`src/rtl/uart_rx_sipo.sv`:
```
// UART 8N1 receiver: 2-FF synchronized rx, oversampling FSM, LSB-first SIPO register.
// Latency: data_valid/frame_err rise 1 clk after the mid-stop-bit sample edge.
// Backpressure: none; data_valid is a single-cycle strobe and data_out holds until the next good frame.
module uart_rx_sipo #(
  parameter int CLKS_PER_BIT = 5208,
  parameter int DATA_BITS    = 8
) (
  input  logic                 clk,
  input  logic                 rst_n,
  input  logic                 rx,
  output logic [DATA_BITS-1:0] sipo_q,
  output logic [DATA_BITS-1:0] data_out,
  output logic                 data_valid,
  output logic                 frame_err,
  output logic                 busy
);

  localparam int CW = (CLKS_PER_BIT > 1) ? $clog2(CLKS_PER_BIT) : 1;
  localparam int BW = (DATA_BITS > 1) ? $clog2(DATA_BITS) : 1;
  localparam logic [CW-1:0] CNT_MAX  = CW'(CLKS_PER_BIT - 1);
  localparam logic [CW-1:0] CNT_HALF = CW'(CLKS_PER_BIT / 2 - 1);
  localparam logic [BW-1:0] IDX_MAX  = BW'(DATA_BITS - 1);

  typedef enum logic [1:0] {
    IDLE  = 2'd0,
    START = 2'd1,
    DATA  = 2'd2,
    STOP  = 2'd3
  } state_e;

  state_e               state_q, state_d;
  logic                 rx_meta_q, rx_s_q, rx_prev_q;
  logic [CW-1:0]        cnt_q, cnt_d;
  logic [BW-1:0]        bit_idx_q, bit_idx_d;
  logic [DATA_BITS-1:0] sipo_d;
  logic [DATA_BITS-1:0] data_out_q, data_out_d;
  logic                 data_valid_q, data_valid_d;
  logic                 frame_err_q, frame_err_d;

  // Two-stage synchronizer plus one-cycle delayed copy for falling-edge detection; idle line is high.
  always_ff @(posedge clk or negedge rst_n) begin
    if (!rst_n) begin
      rx_meta_q <= 1'b1;
      rx_s_q    <= 1'b1;
      rx_prev_q <= 1'b1;
    end else begin
      rx_meta_q <= rx;
      rx_s_q    <= rx_meta_q;
      rx_prev_q <= rx_s_q;
    end
  end

  // Next-state logic: start detect, mid-bit sampling, LSB-first shift and stop-bit check.
  always_comb begin
    state_d      = state_q;
    cnt_d        = cnt_q;
    bit_idx_d    = bit_idx_q;
    sipo_d       = sipo_q;
    data_out_d   = data_out_q;
    data_valid_d = 1'b0;
    frame_err_d  = 1'b0;
    case (state_q)
      IDLE: begin
        // Only a high-to-low transition arms the receiver, so a held break cannot retrigger.
        if (rx_prev_q && !rx_s_q) begin
          cnt_d   = '0;
          state_d = START;
        end
      end
      START: begin
        if (cnt_q == CNT_HALF) begin
          if (!rx_s_q) begin
            cnt_d     = '0;
            bit_idx_d = '0;
            state_d   = DATA;
          end else begin
            state_d = IDLE;
          end
        end else begin
          cnt_d = cnt_q + 1'b1;
        end
      end
      DATA: begin
        if (cnt_q == CNT_MAX) begin
          sipo_d = (sipo_q >> 1) | (DATA_BITS'(rx_s_q) << (DATA_BITS - 1));
          cnt_d  = '0;
          if (bit_idx_q == IDX_MAX) begin
            state_d = STOP;
          end else begin
            bit_idx_d = bit_idx_q + 1'b1;
          end
        end else begin
          cnt_d = cnt_q + 1'b1;
        end
      end
      STOP: begin
        // Returning to IDLE at mid-stop lets a back-to-back start bit be caught.
        if (cnt_q == CNT_MAX) begin
          cnt_d   = '0;
          state_d = IDLE;
          if (rx_s_q) begin
            data_out_d   = sipo_q;
            data_valid_d = 1'b1;
          end else begin
            frame_err_d = 1'b1;
          end
        end else begin
          cnt_d = cnt_q + 1'b1;
        end
      end
      default: state_d = IDLE;
    endcase
  end

  // State, counters, SIPO and output strobes; reset discards any partial frame.
  always_ff @(posedge clk or negedge rst_n) begin
    if (!rst_n) begin
      state_q      <= IDLE;
      cnt_q        <= '0;
      bit_idx_q    <= '0;
      sipo_q       <= '0;
      data_out_q   <= '0;
      data_valid_q <= 1'b0;
      frame_err_q  <= 1'b0;
    end else begin
      state_q      <= state_d;
      cnt_q        <= cnt_d;
      bit_idx_q    <= bit_idx_d;
      sipo_q       <= sipo_d;
      data_out_q   <= data_out_d;
      data_valid_q <= data_valid_d;
      frame_err_q  <= frame_err_d;
    end
  end

  assign data_out   = data_out_q;
  assign data_valid = data_valid_q;
  assign frame_err  = frame_err_q;
  assign busy       = (state_q != IDLE);

endmodule
```
`config.mk`:
```
export PLATFORM = sky130hd
export DESIGN_NAME = uart_rx_sipo
export DESIGN_NICKNAME = d
export VERILOG_FILES = /design/src/rtl/uart_rx_sipo.sv
export SDC_FILE = /design/constraint.sdc
export NUM_CORES = 1
export LEC_CHECK = 0
export ABC_AREA = 1
export BUFFER_PORTS_ARGS = -buffer_cell sky130_fd_sc_hd__buf_2
export CORE_ASPECT_RATIO = 1.1
export CORE_UTILIZATION = 63
export DETAILED_ROUTE_END_ITERATION = 10
export HOLD_SLACK_MARGIN = 0.08
export MAX_ROUTING_LAYER = met4
export PLACE_DENSITY = 0.95
export SLEW_MARGIN = 15
export SYNTH_ARGS = -nofsm -noshare
export SYNTH_HDL_FRONTEND = slang
export SYNTH_SLANG_ARGS = --single-unit
export TNS_END_PERCENT = 1
```
`constraint.sdc`:
```
create_clock -name clk -period 4.15 [get_ports clk]
set_clock_uncertainty 0.1 [all_clocks]
set_input_delay 0.83 -clock clk [delete_from_list [all_inputs] [get_ports clk]]
set_output_delay 0.83 -clock clk [all_outputs]
set_load 0.005 [all_outputs]
```
==> impl_metrics.yaml <==
outcome:
  outcome: "finished, violations left"
  violations: "DRC"
route:
  vias_per_cell: 5.45
  firstDrtPassIters: 7
  wl_um: 4390
  drc: 3
  drtIter0Drc: 128
  route.vias.total: 1875
  wl_per_cell_um: 12.8
  ant_nets: 0
sta:
  fmax_mhz: 436
  finalCriticalPeriod_ps: 2290
  rsz0062_at_grt: "false"
  layout_worst_path_cycle_share_pct: 55.2
  tightest_slew_ps: 832
  setup_viol: 0
  final-max-slew-violation-count: 0
  tns_ps: 0
  slew_headroom_pct: 44.6
  hold_viol: 0
final_layout:
  utilization_pct: 73.4
  final_nets: 315
  drive_gt1_share_pct: 15.5
  n_fill_cell: 234
  seqCellArea_sq_um: 980
  diodes: 0
  multi_input_area_sq_um: 1010
  area_growth_pct: 7.88
power:
  power_switching_uw: 371
  power_density_nw_per_um2: 426
  p_clk_share_pct: 26.0
  power.leakage_uw: 0.00124
  ir_worst_vdd_mv: 0.376
  combPwrFrac_pct: 25.3
  total_power_uw: 985
  sequentialPowerShare_pct: 48.8
  internal_power_uw: 615
  switching_share_pct: 37.6
placed_design:
  gp_congestion: 0.977
  dp_hpwl_um: 3160
  portBuffers: 21
global_route:
  grt_max_degree: 40
  grt.total_usage_pct: 28.3
  grt_pass1_vias: 1764
  grt_pass1_wl_um: 7720
  grt-ovfl-total: 0
  antenna_found_initial: 0
die:
  fp.coreArea_sq_um: 3150
  die_area_sq_um: 3640
  floorplan.initialDensity_pct: 68.0
  rows: 21
  die_y_um: 63.2
  io_pins: 22
  die_w_um: 57.6
cts:
  cts_tree: "done"
  cts_root_buffer: "clkbuf_4"
  cts_made_buffers: 5
  cts_num_sinks: 39
  clk-insertion-delay-late_ps: 350
  cts_setup_buffers: 0
  hold_buffers: 0
  ctsResizeCount: 0
  clkTransAtPathRegs_ps: 120
  cts_max_level: 2
  clock_path_buffers: 2
critical_path:
  crit_fanout: 16
  rrSetupSlack_ps: 2240
  rr_worst_depth: 8
  start_kind: "register"
  r2r_end: "cnt_q[0]$_DFFE_PN0P_"
  crit_arrival_ps: 1360
  worstSetupPathType: "register to primary output"
  r2r_start: "cnt_q[0]$_DFFE_PN0P_"
  endpoint_kind: "primary output"
  crit_required_ps: 3220
  critPathCapture: "busy"
synthesis:
  seq_area_frac_synth_pct: 45.7
  mappedNetlistArea_sq_um: 2140
  ys_seq_elements: 39
  synth.distinct_cells: 28
  syn-num-nets: 295
  netlist_instances: 289
  syn_area_per_cell_sq_um: 7.42
  yosysWarnings: 0
worst_hold_path:
  hold_class: "register to register"
flow_run:
  drv_cap: 0
cells in the mapped netlist:
master / instances / area, sq um
a21oi_1: 2 / 10.0
buf_1: 1 / 3.75
buf_4: 4 / 30.0
buf_6: 2 / 22.5
clkbuf_1: 1 / 3.75
clkinv_2: 1 / 5.00
dfrtp_1: 36 / 901
dfstp_2: 3 / 78.8
ha_1: 3 / 37.5
inv_1: 22 / 82.6
inv_2: 3 / 11.3
nand2_1: 115 / 432
nand2_2: 3 / 18.8
nand3_1: 34 / 170
nand3_2: 1 / 10.0
nand3_4: 1 / 17.5
nand4_1: 10 / 62.6
nand4_2: 1 / 12.5
nor2_1: 28 / 105
nor2_2: 2 / 12.5
nor2_4: 2 / 22.5
nor3_1: 1 / 5.00
nor3_2: 1 / 10.0
o211ai_1: 2 / 15.0
o21ai_0: 4 / 20.0
o21ai_1: 2 / 10.0
o21ai_2: 1 / 8.76
xor2_1: 3 / 26.3
critical path, stage by stage (launching register included):
cell	delay [ps]
dfrtp_1	700
nor2_1	140
inv_1	70
buf_2	100
cells by family after synthesis:
family / count (synthesis) / share of synthesized area, %
and+or+nand+nor: 199 / 41.0
AOI/OAI and AO/OA: 11 / 2.98
buffers and inverters: 34 / 7.41
xor gates and xnor gates: 3 / 1.23
adders and majority gates: 3 / 1.75
DFF: 39 / 45.7
metal layers:
metal,GRT usage [%],part of all wire [%]
met5,-,0
met4,9.76,1.9
met3,5.95,5.2
met2,43.3,47
met1,37.4,46
placed cells by master, fill, tap and decap left out:
cell / Yosys / layout
clkinv_2: 1 / 2
nand2_2: 3 / 3
nand2_1: 115 / 115
nand4_2: 1 / 1
clkbuf_4: 0 / 5
o21ai_0: 4 / 4
inv_2: 3 / 3
nor2_1: 28 / 28
dfstp_2: 3 / 3
nor3_2: 1 / 1
nand3_1: 34 / 34
nand3_2: 1 / 1
xor2_1: 3 / 3
bufinv_16: 0 / 1
dfrtp_1: 36 / 36
ha_1: 3 / 3
nand4_1: 10 / 10
o211ai_1: 2 / 2
clkinv_4: 0 / 1
o21ai_2: 1 / 1
a21oi_1: 2 / 2
nor3_1: 1 / 1
nand3_4: 1 / 1
nor2_4: 2 / 2
o21ai_1: 2 / 2
nor2_2: 2 / 2
inv_1: 22 / 22
buf_2: 0 / 21
power groups by stage:
stage,Combinational (uW),Sequential [uW],Clock [uW]
6_report,249,480,256
5_1_grt,288,486,277
4_1_cts,246,478,261
3_5_place_dp,244,486,0
3_3_place_gp,239,483,0
2_1_floorplan,246,447,0
worst min path at each step:
| stage | startpoint | endpoint | cells past startpoint |
|---|---|---|---|
| 2_1_floorplan | rx_meta_q$_DFF_PN1_ | rx_s_q$_DFF_PN1_ | 0 |
| 3_3_place_gp | rx_meta_q$_DFF_PN1_ | rx_s_q$_DFF_PN1_ | 0 |
| 3_5_place_dp | rx_meta_q$_DFF_PN1_ | rx_s_q$_DFF_PN1_ | 0 |
| 4_1_cts | rx_meta_q$_DFF_PN1_ | rx_s_q$_DFF_PN1_ | 0 |
| 5_1_grt | rx_meta_q$_DFF_PN1_ | rx_s_q$_DFF_PN1_ | 0 |
| 6_report | rx_meta_q$_DFF_PN1_ | rx_s_q$_DFF_PN1_ | 0 |
area by class of cell:
cell class	count	area share [%]
multi-input cells	216	43.5
well taps	34	1.84
clock inverters	3	1.89
clock buffers	5	1.62
repair buffers	21	4.54
flip-flops and latches	39	42.3
inverters	26	4.27
per-stage QoR:
| step | area, sq um | worst slack (ps) | hold WS [ps] | std cells |
|---|---|---|---|---|
| finish | 2310 | 1860 | 264 | 344 |
| global route | 2310 | 1750 | 275 | 344 |
| global placement | 2230 | 2270 | 246 | 336 |
| floorplan | 2140 | 2540 | 245 | 289 |
| CTS | 2310 | 1860 | 264 | 344 |
| detailed placement | 2230 | 2260 | 247 | 336 |
sequential cells by signal, indices dropped and copies added, names as in the netlist, named ones only:
signal and flops:
frame_err 1, data_valid 1, state_q 1, data_out 8
bit_idx_q 3, rx_prev_q 1, cnt_q 13, rx_meta_q 1
sipo_q 8, rx_s_q 1
(Power assumes the default switching activity.)
